--- config.mk ---
export PLATFORM = sky130hd
export DESIGN_NAME = multicycle_control
export DESIGN_NICKNAME = d
export VERILOG_FILES = /design/src/rtl/multicycle_control.sv
export SDC_FILE = /design/constraint.sdc
export NUM_CORES = 1
export LEC_CHECK = 0
export BUFFER_PORTS_ARGS = -buffer_cell sky130_fd_sc_hd__buf_2
export CORE_AREA = 2 2 39 41
export CTS_CLUSTER_DIAMETER = 50
export DETAILED_ROUTE_END_ITERATION = 16
export DIE_AREA = 0 0 41 43
export PLACE_DENSITY = 0.78
export SYNTH_ARGS = -nofsm -noshare
export SYNTH_HDL_FRONTEND = slang
export SYNTH_SLANG_ARGS = --single-unit
--- constraint.sdc ---
create_clock -name clk -period 1.4 [get_ports clk]
set_input_delay 0.07 -clock clk [delete_from_list [all_inputs] [get_ports clk]]
set_output_delay 0.07 -clock clk [all_outputs]
set_load 0.05 [all_outputs]
--- src/rtl/multicycle_control.sv ---
// Main control FSM for the multicycle MIPS datapath: sequences the shared ALU, unified memory and register file.
// Outputs are Moore-decoded from state; only PCEn (Zero) and Illegal (Op in DECODE) look at inputs.
module multicycle_control (
  input  logic       clk,
  input  logic       reset,
  input  logic [5:0] Op,
  input  logic       Zero,
  output logic [3:0] state,
  output logic       IorD,
  output logic       MemWrite,
  output logic       IRWrite,
  output logic       RegDst,
  output logic       MemtoReg,
  output logic       RegWrite,
  output logic       ALUSrcA,
  output logic [1:0] ALUSrcB,
  output logic [1:0] ALUOp,
  output logic [1:0] PCSrc,
  output logic       Branch,
  output logic       PCEn,
  output logic       Illegal
);

  localparam logic [3:0] FETCH  = 4'd0;
  localparam logic [3:0] DECODE = 4'd1;
  localparam logic [3:0] MEMADR = 4'd2;
  localparam logic [3:0] MEMRD  = 4'd3;
  localparam logic [3:0] MEMWB  = 4'd4;
  localparam logic [3:0] MEMWR  = 4'd5;
  localparam logic [3:0] EXEC   = 4'd6;
  localparam logic [3:0] ALUWB  = 4'd7;
  localparam logic [3:0] BEQ    = 4'd8;
  localparam logic [3:0] ADDIEX = 4'd9;
  localparam logic [3:0] ADDIWB = 4'd10;
  localparam logic [3:0] JUMP   = 4'd11;

  localparam logic [5:0] OP_LW   = 6'b100011;
  localparam logic [5:0] OP_SW   = 6'b101011;
  localparam logic [5:0] OP_RTYP = 6'b000000;
  localparam logic [5:0] OP_BEQ  = 6'b000100;
  localparam logic [5:0] OP_ADDI = 6'b001000;
  localparam logic [5:0] OP_J    = 6'b000010;

  logic [3:0] state_nxt;
  logic       pc_write;
  logic       op_bad;

  always_ff @(posedge clk) begin
    if (reset) state <= FETCH;
    else       state <= state_nxt;
  end

  always_comb begin
    state_nxt = FETCH;
    op_bad    = 1'b0;
    case (state)
      FETCH:  state_nxt = DECODE;
      DECODE: begin
        case (Op)
          OP_LW, OP_SW: state_nxt = MEMADR;
          OP_RTYP:      state_nxt = EXEC;
          OP_BEQ:       state_nxt = BEQ;
          OP_ADDI:      state_nxt = ADDIEX;
          OP_J:         state_nxt = JUMP;
          default: begin
            state_nxt = FETCH;
            op_bad    = 1'b1;
          end
        endcase
      end
      // Op is re-sampled here; anything other than sw is treated as lw.
      MEMADR: state_nxt = (Op == OP_SW) ? MEMWR : MEMRD;
      MEMRD:  state_nxt = MEMWB;
      EXEC:   state_nxt = ALUWB;
      ADDIEX: state_nxt = ADDIWB;
      default: state_nxt = FETCH;
    endcase
  end

  always_comb begin
    IorD     = 1'b0;
    MemWrite = 1'b0;
    IRWrite  = 1'b0;
    RegDst   = 1'b0;
    MemtoReg = 1'b0;
    RegWrite = 1'b0;
    ALUSrcA  = 1'b0;
    ALUSrcB  = 2'b00;
    ALUOp    = 2'b00;
    PCSrc    = 2'b00;
    Branch   = 1'b0;
    pc_write = 1'b0;
    case (state)
      FETCH:  begin IRWrite = 1'b1; pc_write = 1'b1; ALUSrcB = 2'b01; end
      DECODE: ALUSrcB = 2'b11;
      MEMADR, ADDIEX: begin ALUSrcA = 1'b1; ALUSrcB = 2'b10; end
      MEMRD:  IorD = 1'b1;
      MEMWB:  begin RegWrite = 1'b1; MemtoReg = 1'b1; end
      MEMWR:  begin IorD = 1'b1; MemWrite = 1'b1; end
      EXEC:   begin ALUSrcA = 1'b1; ALUOp = 2'b10; end
      ALUWB:  begin RegWrite = 1'b1; RegDst = 1'b1; end
      ADDIWB: RegWrite = 1'b1;
      BEQ:    begin ALUSrcA = 1'b1; ALUOp = 2'b01; PCSrc = 2'b01; Branch = 1'b1; end
      JUMP:   begin PCSrc = 2'b10; pc_write = 1'b1; end
      default: ;
    endcase
    // Reset holds the whole decode at its idle value so no write escapes mid-instruction.
    if (reset) begin
      IorD     = 1'b0;
      MemWrite = 1'b0;
      IRWrite  = 1'b0;
      RegDst   = 1'b0;
      MemtoReg = 1'b0;
      RegWrite = 1'b0;
      ALUSrcA  = 1'b0;
      ALUSrcB  = 2'b00;
      ALUOp    = 2'b00;
      PCSrc    = 2'b00;
      Branch   = 1'b0;
      pc_write = 1'b0;
    end
  end

  assign PCEn    = pc_write | (Branch & Zero);
  assign Illegal = op_bad & ~reset;

endmodule

### Yosys cells after proc, flatten, opt, wreduce, memory -nomap -nowiden

Index checks and enable logic that the tools add are counted.

* ROM bits: 0
* latch bits: 0
* output and inout bits: 20
* memory bits (writable): 0
* bits in registers: 4
* memories kept: 0
* bits of input ports: 9

* bitwise gates (word level): 4
* shift operators: 0
* mux-type cells: 29
* $add $sub $neg: 0
* div/mod/pow operators: 0
* multipliers: 0
* reductions and logical operators: 9
* equality and inequality tests: 16
* $lt $le $gt $ge: 0

Operators by type and width (number)
* $pmux W4 S6: 1
* $mux W1: 20
* $pmux W4 S5: 1
* $eq A4 B3 Y1 const B: 4
* $eq A4 B4 Y1 const B: 4
* $eq A6 B6 Y1 const B: 2
* $eq A4 B2 Y1 const B: 2
* $pmux W2 S2: 2
* $reduce_or A2 Y1: 4
* $eq A6 B2 Y1 const B: 1
* $eq A6 B3 Y1 const B: 1
* $eq A6 B4 Y1 const B: 1
* $logic_not A6 Y1: 1
* $mux W2: 3
* $pmux W2 S3: 1
* $reduce_or A6 Y1: 1
* $eq A4 B1 Y1 const B: 1
* $logic_not A4 Y1: 1
* $reduce_or A4 Y1: 1
* $mux W3: 1
* $reduce_or A3 Y1: 1
* $and A1 B1 Y1: 2
* $not A1 Y1: 1
* $or A1 B1 Y1: 1

### Logic depth before layout (Yosys ltp)

Gate-level depths: netlist (run 1).

* depth after elaboration: 5
* depth in mapped cells: 5
* gate-level depth less buffers: 4

### Worst setup path before layout (run 1)

No wires, ideal clock.

* kind: register to output
* start point: register state[1]
* end point: output PCSrc[0]
* slack: -1518 ps
* arrival time: 2848 ps
* required time: 1330 ps
* cell stages (with the launch flop): 4
* path through: dfxtp_1 > buf_2 > nor4_1 > buf_4

* cells in the longest elaborated chain, start to end: 3
* elaborated cells on any way between the ends: 4
* those cells by class: 2 x eq/ne; 2 x mux

Ends and longest elaborated chain
* start: declaration: line 8 `output logic [3:0] state,`
* start signal: assignment: line 50 `else state <= state_nxt;`
* $eq A4 B4 Y1: line 93 `case (state)`
* $pmux W2 S2 *: line 93
* $mux W2 *: line 108 `if (reset) begin`
* end: declaration: line 18 `output logic [1:0] PCSrc,`

Mark *: on every way between the ends. The rest lies on a longest branch, timed or not.

### Worst setup path after layout (run 1)

* start point: register state[3]
* end point: output Illegal

* cells in the longest elaborated chain, start to end: 3

Ends and longest elaborated chain
* $eq A4 B1 Y1: line 56 `case (state)`
* $mux W1: line 56
* $and A1 B1 Y1: line 125 `assign Illegal = op_bad & ~reset;`
* end: declaration: line 21 `output logic Illegal`

No other way between the ends.

==> impl_results.rst, run 1 <==
.. list-table::
   :header-rows: 1

   * - Metric
     - Value
   * - Outcome
     - finished with violations
   * - Violations in the final reports
     - negative setup slack
   * - Clock tree root buffer cell
     - clkbuf_4
   * - Post-synthesis instance area
     - 507 um^2
   * - Port Buf Inserts
     - 28
   * - Hold violation total from the final report
     - 0
   * - Die span in y
     - 43 um
   * - Total iterations of the first detailed-routing run
     - 4
   * - Max-Cap Viols
     - 0
   * - Largest buffer count on any clock path
     - 2
   * - Placed cell area
     - 855 um^2
   * - Count of vias placed by the detailed router
     - 717
   * - Setup Viol. Count Final
     - 1
   * - Worst Path Required
     - 1.33 ns
   * - HPWL after detailed placement
     - 1.16 mm
   * - Starting density of the core
     - 0.366
   * - Place WS
     - 0.105 ns
   * - Arithmetic-cell share of the synthesized area counting full adders, half adders and majority gates
     - 0
   * - Pwr per Cell Area
     - 489 nW/um^2
   * - Register containing the most flip-flops in the final layout
     - state
   * - Largest registers in the final layout
     - state (4)
   * - Leakage dissipation
     - 0.400 nW
   * - Wire length after detailed routing
     - 1.70 mm
   * - Portion of the clock cycle consumed by the worst path in the final layout
     - 1.01
   * - Number of placement rows
     - 14
   * - Worst clock skew on the final layout
     - 0.00445 ns
   * - Area added between synthesis and finish
     - 101%
   * - Ports
     - 29
   * - Worst hold slack across all endpoints
     - 0.187 ns
   * - Critical-path cell with the highest stage delay
     - dfxtp_4
   * - CP max stage delay
     - 0.38 ns
   * - DRC violations left
     - 0
   * - Xor and xnor fraction of the mapped netlist area
     - 0.0691
   * - Flip-flop and latch count after synthesis
     - 4
   * - Worst-case setup margin in the final layout
     - -0.0143 ns
   * - Share of the synthesized area in compound gates (AO/OA/AOI/OAI)
     - 0.215
   * - Kind of end point of the critical path
     - output port
   * - Vias/cell
     - 5.52
   * - Instance count of the mapped netlist
     - 76
   * - Clock edge transition at the registers on the reported setup and hold paths
     - 0.04 ns
   * - Simple-gate portion of the synthesized area
     - 0.484
   * - Floorplan core area
     - 1380 um^2
   * - Post-Synthesis Net Count
     - 85
   * - Antenna cell count
     - 0
   * - Tightest Hold Check Type
     - in2reg
   * - Die area
     - 1760 um^2
   * - Grt total ovfl
     - 0
   * - Setup repair after global routing missed its margin
     - true
   * - YS warnings
     - 0
   * - Maximum VDD drop
     - 0.322 mV
   * - Arrival time worst endpoint
     - 1.34 ns
   * - CTS H-tree depth
     - 1
   * - Rel. slew slack
     - 0.779
   * - Fin crit period
     - 1.41 ns
   * - Share of the yosys chip area belonging to registers
     - 0.158
   * - Combinational family with the most area after synthesis
     - simple AND/OR/NAND/NOR gates
   * - Vias in the first global route
     - 630
   * - Worst path cell trace
     - buf_6 -> nor4_4 -> and4_4 -> buf_8
   * - Wire per inst
     - 13.1 um
   * - Startpoint Class
     - register
   * - Final total power
     - 0.000499 W
   * - Pins over their slew limit
     - 0
   * - Maximum number of pins on one net before global-route repair
     - 11
   * - Mux share of post-synthesis cell area
     - 0
   * - Clock tree from TritonCTS
     - yes
   * - Antenna violations before repair
     - 0
   * - Clock net sink count
     - 4
   * - CTS Hold Buffers Added
     - 0
   * - Post-layout nets
     - 125
   * - Critical path class
     - reg2out
   * - Max FFs per register
     - 4
   * - Die width
     - 41 um
   * - Worst-path fanout max
     - 9
   * - Clock latency on the worst-skew pair
     - 0.24 ns
   * - Antenna violation net count after detailed routing
     - 0
   * - Fmax
     - 707 MHz
   * - Global-route usage over all layers
     - 0.228
   * - Mean instance size in the synthesized netlist
     - 6.67 um^2
   * - Number of different library cells in the post-synthesis netlist
     - 28
   * - Clock buffer count from CTS
     - 3
   * - Placer congestion estimate
     - 0.882
   * - Global-route wire length before repair
     - 2.75 mm
   * - Cell Count Post-Placement
     - 122
   * - Share of layout cells above drive strength 1
     - 0.623
   * - Post-route standard cell area excluding fillers
     - 1020 um^2
   * - Initial DRC count
     - 10
   * - Number of standard cells in the layout, taps in and fillers out
     - 130
   * - Worst slew pin tran
     - 0.329 ns
-- placed cells by master, fill, tap and decap left out, drive strengths merged, types with 2 or more instances in the layout --
cell type / instances
a2111oi: 2
nor2: 15
clkbuf: 3
nor2b: 3
a31oi: 2
o21ai: 3
nor4: 5
xor2: 3
buf: 41
nor3: 8
dfxtp: 4
a21oi: 4
nand3: 4
nand2b: 6
-- metrics by stage --
step / utilization / TNS [ns]
after floorplan: - / -0.972
after global placement: 0.618 / 0
after detailed placement: 0.618 / 0
after CTS: 0.699 / -0.0193
after global routing: 0.738 / -0.228
final: 0.738 / -0.0143
-- critical path: cells and delay by family, from the launching register on --
family                 cells  cell delay, ns
AND/OR/NAND/NOR            2            0.44
flip-flops                 1            0.38
buffers and inverters      2            0.28
-- final timing paths --
check | startpoint | cells past startpoint | slack [ns] | to
worst max register to register | state[1] | 4 | 0.18 | state[0]
worst min-delay path | Op[4] | 4 | 0.19 | state[0]
worst max-delay path | state[3] | 4 | -0.01 | Illegal
worst min register to register | state[2] | 2 | 0.60 | state[3]
-- synthesized netlist by cell type, drive strengths merged --
| cell type | instances | area [um^2] |
|---|---|---|
| a2111oi | 2 | 30.0 |
| a211oi | 1 | 7.51 |
| a21oi | 4 | 20.0 |
| a31oi | 2 | 12.5 |
| and3 | 1 | 6.26 |
| and4 | 1 | 8.76 |
| buf | 5 | 30.0 |
| clkbuf | 1 | 3.75 |
| dfxtp | 4 | 80.1 |
| inv | 1 | 3.75 |
| nand2 | 1 | 3.75 |
| nand2b | 6 | 40.0 |
| nand3 | 4 | 20.0 |
| nand3b | 1 | 7.51 |
| nand4 | 1 | 6.26 |
| nor2 | 15 | 56.3 |
| nor2b | 3 | 18.8 |
| nor3 | 8 | 40.0 |
| nor4 | 5 | 37.5 |
| o2111ai | 1 | 8.76 |
| o211ai | 1 | 7.51 |
| o21ai | 3 | 15.0 |
| o21bai | 1 | 7.51 |
| xnor2 | 1 | 8.76 |
| xor2 | 3 | 26.3 |
-- report_power, final --
part	internal, W	switching [W]
Sequential	0.000113	0.00000913
Clock	0.0000963	0.0000542
Combinational	0.0000870	0.000139
-- area by class of cell --
class | instances | area (um^2)
inverters | 1 | 3.75
well taps | 16 | 20.0
fillers | 106 | 363
multi-input cells | 65 | 554
repair buffers | 41 | 325
clock buffers | 3 | 22.5
flip-flops and latches | 4 | 95.1
-- metal layers --
| metal | up-vias | GRT usage | share of wire |
|---|---|---|---|
| met5 | - | 0 | 0 |
| met4 | 0 | 0.107 | 0.015 |
| met3 | 3 | 0.0314 | 0.048 |
| met2 | 25 | 0.344 | 0.52 |
| met1 | 330 | 0.305 | 0.42 |
| li1 | 359 | - | - |
-- cells by family after synthesis --
group                  Yosys count
AND/OR/NAND/NOR                 46
AO/OA/AOI/OAI                   15
buffers and inverters            7
XOR/XNOR                         4
flip-flops                       4
-- repair_timing --
action | CTS | global route
setup endpoints to repair | 14 | 12
cloned | 0 | 0
pin swaps | 2 | 2
resized for setup | 26 | 8
setup buffers | 1 | 4
endpoints found under the hold margin | 0 | 0
No activity file was read; power rests on OpenSTA's default activity.
==> inputs of run 2 (changes only) <==
CORE_AREA = unset   (was 2 2 39 41)
CORE_UTILIZATION = 35   (was unset)
DIE_AREA = unset   (was 0 0 41 43)
PLACE_DENSITY = 0.73   (was 0.78)
==> impl_results.rst, run 2 (same netlist as run 1, synthesis figures left out) <==
.. list-table::
   :header-rows: 1

   * - Metric
     - Value
   * - Outcome
     - finished with violations
   * - Violations in the final reports
     - negative setup slack
   * - Pwr per Cell Area
     - 478 nW/um^2 (-2.1%)
   * - Initial DRC count
     - 22 (+12)
   * - Maximum number of pins on one net before global-route repair
     - 11 (unchanged)
   * - Maximum VDD drop
     - 0.463 mV (+44%)
   * - Post-layout nets
     - 131 (+4.8%)
   * - Pins over their slew limit
     - 0 (unchanged)
   * - Vias in the first global route
     - 683 (+8.4%)
   * - Critical-path cell with the highest stage delay
     - dfxtp_4
   * - Global-route wire length before repair
     - 3.16 mm (+15%)
   * - Die span in y
     - 40.1 um (-6.9%)
   * - Floorplan core area
     - 1320 um^2 (-4.8%)
   * - Ports
     - 29 (unchanged)
   * - Commonest cells after routing, fill and taps aside
     - buf_6 (17), buf_4 (15), buf_2 (13), nor2_1 (8), nor2_2 (6)
   * - Worst Path Required
     - 1.33 ns (about the same)
   * - HPWL after detailed placement
     - 1.28 mm (+10%)
   * - Clock tree root buffer cell
     - clkbuf_4
   * - Portion of the clock cycle consumed by the worst path in the final layout
     - 1.01 (+0.00441)
   * - Largest registers in the final layout
     - state (4)
   * - Worst-path fanout max
     - 8 (-1)
   * - Startpoint Class
     - register
   * - Die area
     - 1600 um^2 (-9.0%)
   * - Global-route usage over all layers
     - 0.300 (+0.0723)
   * - Clock latency on the worst-skew pair
     - 0.25 ns (about the same)
   * - Worst clock skew on the final layout
     - 0.00752 ns (+0.00307 ns)
   * - Fin Setup TNS
     - -0.0286 ns (-0.0143 ns)
   * - Max-Cap Viols
     - 0 (unchanged)
   * - Area added between synthesis and finish
     - 119%
   * - Critical path class
     - reg2out
   * - M1 GR Usage
     - 0.351 (+0.0460)
   * - Met2 Use GR
     - 0.532 (+0.189)
   * - Wire per inst
     - 15.8 um (+21%)
   * - Clock buffer count from CTS
     - 3 (unchanged)
   * - Clock net sink count
     - 4 (unchanged)
   * - Fin crit period
     - 1.42 ns (+0.00618 ns)
   * - Setup repair after global routing missed its margin
     - true
   * - Most common cell after layout, fill and taps aside
     - buf_6
   * - Worst-case setup margin in the final layout
     - -0.0205 ns (-0.00618 ns)
   * - Final cell utilization of the core
     - 0.840 (+0.103)
   * - Cell Count Post-Placement
     - 120 (-1.6%)
   * - Leakage dissipation
     - 0.444 nW (+11%)
   * - Arrival time worst endpoint
     - 1.35 ns (about the same)
   * - CTS Hold Buffers Added
     - 0 (unchanged)
   * - Kind of end point of the critical path
     - output port
   * - Total iterations of the first detailed-routing run
     - 4 (unchanged)
   * - Area used by multi-input combinational logic
     - 563 um^2 (+1.6%)
   * - Worst hold slack across all endpoints
     - 0.198 ns (+0.0111 ns)
   * - Antenna violation net count after detailed routing
     - 0 (unchanged)
   * - Place WS
     - 0.0991 ns (-0.00600 ns)
   * - Starting density of the core
     - 0.385 (+0.0184)
   * - Grt total ovfl
     - 0 (unchanged)
   * - Busiest layer in global routing
     - met2
   * - CP max stage delay
     - 0.38 ns (about the same)
   * - Clock tree from TritonCTS
     - yes
   * - Antenna cell count
     - 0 (unchanged)
   * - Number of standard cells in the layout, taps in and fillers out
     - 135 (+3.8%)
   * - Number of placement rows
     - 13 (-1)
   * - Fill cell total of the finished layout
     - 72 (-32%)
   * - Port Buf Inserts
     - 28 (unchanged)
   * - Hold violation total from the final report
     - 0 (unchanged)
   * - Max FFs per register
     - 4 (unchanged)
   * - DRC violations left
     - 0 (unchanged)
   * - Rel. slew slack
     - 0.713 (-0.0660)
   * - Clock edge transition at the registers on the reported setup and hold paths
     - 0.04 ns (about the same)
   * - Met3 capacity usage during global routing
     - 0.0444 (+0.0130)
   * - Die width
     - 40.1 um (-2.3%)
   * - CTS H-tree depth
     - 1 (unchanged)
   * - Placer congestion estimate
     - 0.842 (-4.5%)
   * - Worst path cell trace
     - nor4_4 -> and4_4 -> buf_8
   * - Worst slew pin tran
     - 0.427 ns (+0.0981 ns)
   * - Count of vias placed by the detailed router
     - 778 (+8.5%)
   * - Setup Viol. Count Final
     - 2 (+1)
   * - Share of layout cells above drive strength 1
     - 0.667 (+0.0439)
   * - Wire length after detailed routing
     - 2.13 mm (+25%)
   * - Vias/cell
     - 5.76 (+4.5%)
   * - Tightest Hold Check Type
     - in2reg
   * - Fmax
     - 704 MHz (-0.44%)
   * - Register containing the most flip-flops in the final layout
     - state
   * - Area taken by flip-flops and latches
     - 95.1 um^2 (unchanged)
   * - Largest buffer count on any clock path
     - 2 (unchanged)
   * - Antenna violations before repair
     - 0 (unchanged)
==> run 2: changes by cell type in the layout (fill, tap and decap cells not counted), sizes merged <==
cell | previous run | this run
buf | 41 | 47
==> run 2: worst max-delay path, delay by kind of cell (launching register included) <==
family	cells	cell delay, ns
flops	1	0.38
simple gates	2	0.58
buf+inv	1	0.14
==> run 2: worst paths after layout <==
| check | from | end | slack (ns) | cells past startpoint |
|---|---|---|---|---|
| setup / recovery | state[3] | Illegal | -0.02 | 3 |
| hold / removal | Op[5] | state[0] | 0.20 | 4 |
| setup reg to reg | state[3] | state[1] | 0.13 | 5 |
| hold reg to reg | state[2] | state[2] | 0.67 | 3 |
==> run 2: cell type report <==
type	count	area share
timing repair buffer	47	0.365
sequential	4	0.0859
clock buffer	3	0.0203
inverter	1	0.00339
tap	15	0.0169
multi-input combinational	65	0.508
==> run 2: report_power, final <==
part	switching, W	total, W	leakage, nW	internal [W]
Combinational	0.000148	0.000251	0.394	0.000102
Sequential	0.00000941	0.000123	0.0355	0.000113
Clock	0.0000594	0.000156	0.0138	0.0000967
Total	0.000217	0.000530	0.444	0.000312
==> run 2: timing repair <==
action / 4_1_cts / 5_1_grt
pin swaps: 5 / 7
resized for setup: 30 / 16
setup endpoints to repair: 14 / 15
buffers inserted: 10 / 2
==> run 2: per-layer routing <==
metal / up-vias / routed length [um]
li1: 375 / -
met1: 370 / 835
met2: 28 / 1150
met3: 5 / 92
met4: 0 / 50
met5: - / 0
==> run 2: stage by stage <==
stage | power [W] | instance area [um^2]
after floorplan | 0.000275 | 698
after global placement | 0.000325 | 846
after detailed placement | 0.000329 | 846
after CTS | 0.000524 | 1050
after global routing | 0.000553 | 1110
final | 0.000530 | 1110
==> inputs of run 3 (changes only) <==
CTS_BUF_LIST = sky130_fd_sc_hd__clkbuf_16   (was unset)
==> impl_results.rst, run 3 (same netlist as run 1, synthesis figures left out) <==
.. list-table::
   :header-rows: 1

   * - Metric
     - Value
   * - Placer congestion estimate
     - 0.842 (unchanged)
   * - Rel. slew slack
     - 0.717 (+0.00468)
   * - Clock tree root buffer cell
     - clkbuf_16
   * - HPWL after detailed placement
     - 1.28 mm (unchanged)
   * - Setup Viol. Count Final
     - 1 (-1)
   * - Wire length after detailed routing
     - 2.18 mm (+2.4%)
   * - Antenna violation net count after detailed routing
     - 0 (unchanged)
   * - Max-Cap Viols
     - 0 (unchanged)
   * - Kind of end point of the critical path
     - output port
   * - Setup repair after global routing missed its margin
     - true
   * - CTS Hold Buffers Added
     - 0 (unchanged)
   * - Fin crit period
     - 1.41 ns (-0.0125 ns)
   * - Worst clock skew on the final layout
     - 0.00162 ns (-0.00591 ns)
   * - Worst hold slack across all endpoints
     - 0.223 ns (+0.0250 ns)
   * - Port Buf Inserts
     - 28 (unchanged)
   * - Commonest cells after routing, fill and taps aside
     - buf_4 (15), buf_2 (14), buf_6 (13), nor2_1 (8), nor2_2 (6)
   * - Pwr per Cell Area
     - 742 nW/um^2 (+55%)
   * - Global-route usage over all layers
     - 0.288 (-0.0119)
   * - Floorplan core area
     - 1320 um^2 (unchanged)
   * - Worst Path Required
     - 1.33 ns (about the same)
   * - Initial DRC count
     - 13 (-41%)
   * - Clock tree from TritonCTS
     - yes
   * - Wire per inst
     - 16.6 um (+5.5%)
   * - Critical path class
     - reg2out
   * - CTS H-tree depth
     - 1 (unchanged)
   * - Worst slew pin tran
     - 0.420 ns (-0.00696 ns)
   * - Worst-case setup margin in the final layout
     - -0.00797 ns (+0.0125 ns)
   * - Hold depth
     - 4 (unchanged)
   * - Final total power
     - 0.000816 W (+54%)
   * - Largest registers in the final layout
     - state (4)
   * - Clock buffer count from CTS
     - 3 (unchanged)
   * - Max FFs per register
     - 4 (unchanged)
   * - Most common cell after layout, fill and taps aside
     - buf_4
   * - Maximum VDD drop
     - 0.714 mV (+54%)
   * - Total iterations of the first detailed-routing run
     - 4 (unchanged)
   * - Register containing the most flip-flops in the final layout
     - state
   * - Maximum number of pins on one net before global-route repair
     - 12 (+1)
   * - Startpoint Class
     - register
   * - Count of vias placed by the detailed router
     - 777 (-0.13%)
   * - Leakage dissipation
     - 0.438 nW (-1.4%)
   * - Clock latency on the worst-skew pair
     - 0.23 ns (-0.02 ns)
   * - Antenna cell count
     - 0 (unchanged)
   * - Die span in y
     - 40.1 um (unchanged)
   * - Post-layout nets
     - 127 (-3.1%)
   * - Hold violation total from the final report
     - 0 (unchanged)
   * - Tightest Hold Check Type
     - in2reg
   * - Vias in the first global route
     - 680 (-0.44%)
   * - Outcome
     - finished with violations
   * - Number of placement rows
     - 13 (unchanged)
   * - Antenna violations before repair
     - 0 (unchanged)
   * - DRC violations left
     - 0 (unchanged)
   * - Global-route wire length before repair
     - 3.00 mm (-5.0%)
   * - Area added between synthesis and finish
     - 117%
   * - Pins over their slew limit
     - 0 (unchanged)
   * - Portion of the clock cycle consumed by the worst path in the final layout
     - 1.01 (-0.00893)
   * - Worst reg2reg path depth
     - 5 (unchanged)
   * - Vias/cell
     - 5.93 (+2.9%)
   * - Arrival time worst endpoint
     - 1.34 ns (about the same)
   * - Clock net sink count
     - 4 (unchanged)
   * - Ports
     - 29 (unchanged)
   * - Fmax
     - 710 MHz (+0.89%)
   * - Share of layout cells above drive strength 1
     - 0.655 (-0.0115)
   * - Largest buffer count on any clock path
     - 2 (unchanged)
   * - Die area
     - 1600 um^2 (unchanged)
   * - Clock edge transition at the registers on the reported setup and hold paths
     - 0.03 ns (about the same)
   * - Starting density of the core
     - 0.385 (unchanged)
   * - Grt total ovfl
     - 0 (unchanged)
   * - Worst-path fanout max
     - 7 (-1)
   * - Violations in the final reports
     - negative setup slack
   * - Die width
     - 40.1 um (unchanged)
==> run 3: where the power goes <==
| part | internal [W] | total, W | leakage, nW | switching, W |
|---|---|---|---|---|
| Combinational | 0.0000920 | 0.000237 | 0.365 | 0.000145 |
| Sequential | 0.000114 | 0.000126 | 0.0355 | 0.0000122 |
| Clock | 0.000366 | 0.000453 | 0.0370 | 0.0000873 |
| Total | 0.000571 | 0.000816 | 0.438 | 0.000245 |
==> run 3: layer usage <==
| layer | vias to the layer above | track usage | routed length (um) |
|---|---|---|---|
| met5 | - | 0 | 0 |
| met4 | 0 | 0.164 | 29 |
| met3 | 4 | 0.0667 | 122 |
| met2 | 38 | 0.452 | 1110 |
| met1 | 372 | 0.357 | 921 |
| li1 | 363 | - | - |
==> run 3: worst paths after layout <==
| check | start | end | slack (ns) |
|---|---|---|---|
| max | state[1] | Illegal | -0.008 |
| min | Op[5] | state[0] | 0.22 |
| min reg2reg | state[0] | state[0] | 0.66 |
| max reg2reg | state[1] | state[1] | 0.10 |
==> run 3: critical path, stage by stage, from the launching register on <==
cell	delay (ns)
dfxtp_4	0.37
buf_6	0.14
nor4_4	0.18
and4_4	0.27
buf_8	0.14
==> run 3: area by class of cell <==
type,instances,area [um^2]
inverter,1,3.75
clock buffer,3,75.1
tap,15,18.8
fill,74,218
sequential,4,95.1
timing repair buffer,43,344
multi-input combinational,65,563
==> run 3: repair_timing <==
action	4_1_cts	5_1_grt
gates resized for setup	27	13
setup buffers	3	5
pin swaps	3	7
setup endpoints to repair	14	12
==> run 3: per-stage QoR <==
stage               cells  utilization  area [um^2]  setup TNS [ns]  worst slack (ns)
floorplan              76            -          698          -0.972            -0.270
global placement      120        0.642          846               0             0.105
detailed placement    120        0.642          846               0            0.0991
CTS                   126        0.781         1030               0           0.00165
global route          131        0.835         1100          -0.138           -0.0530
finish                131        0.835         1100        -0.00797          -0.00797
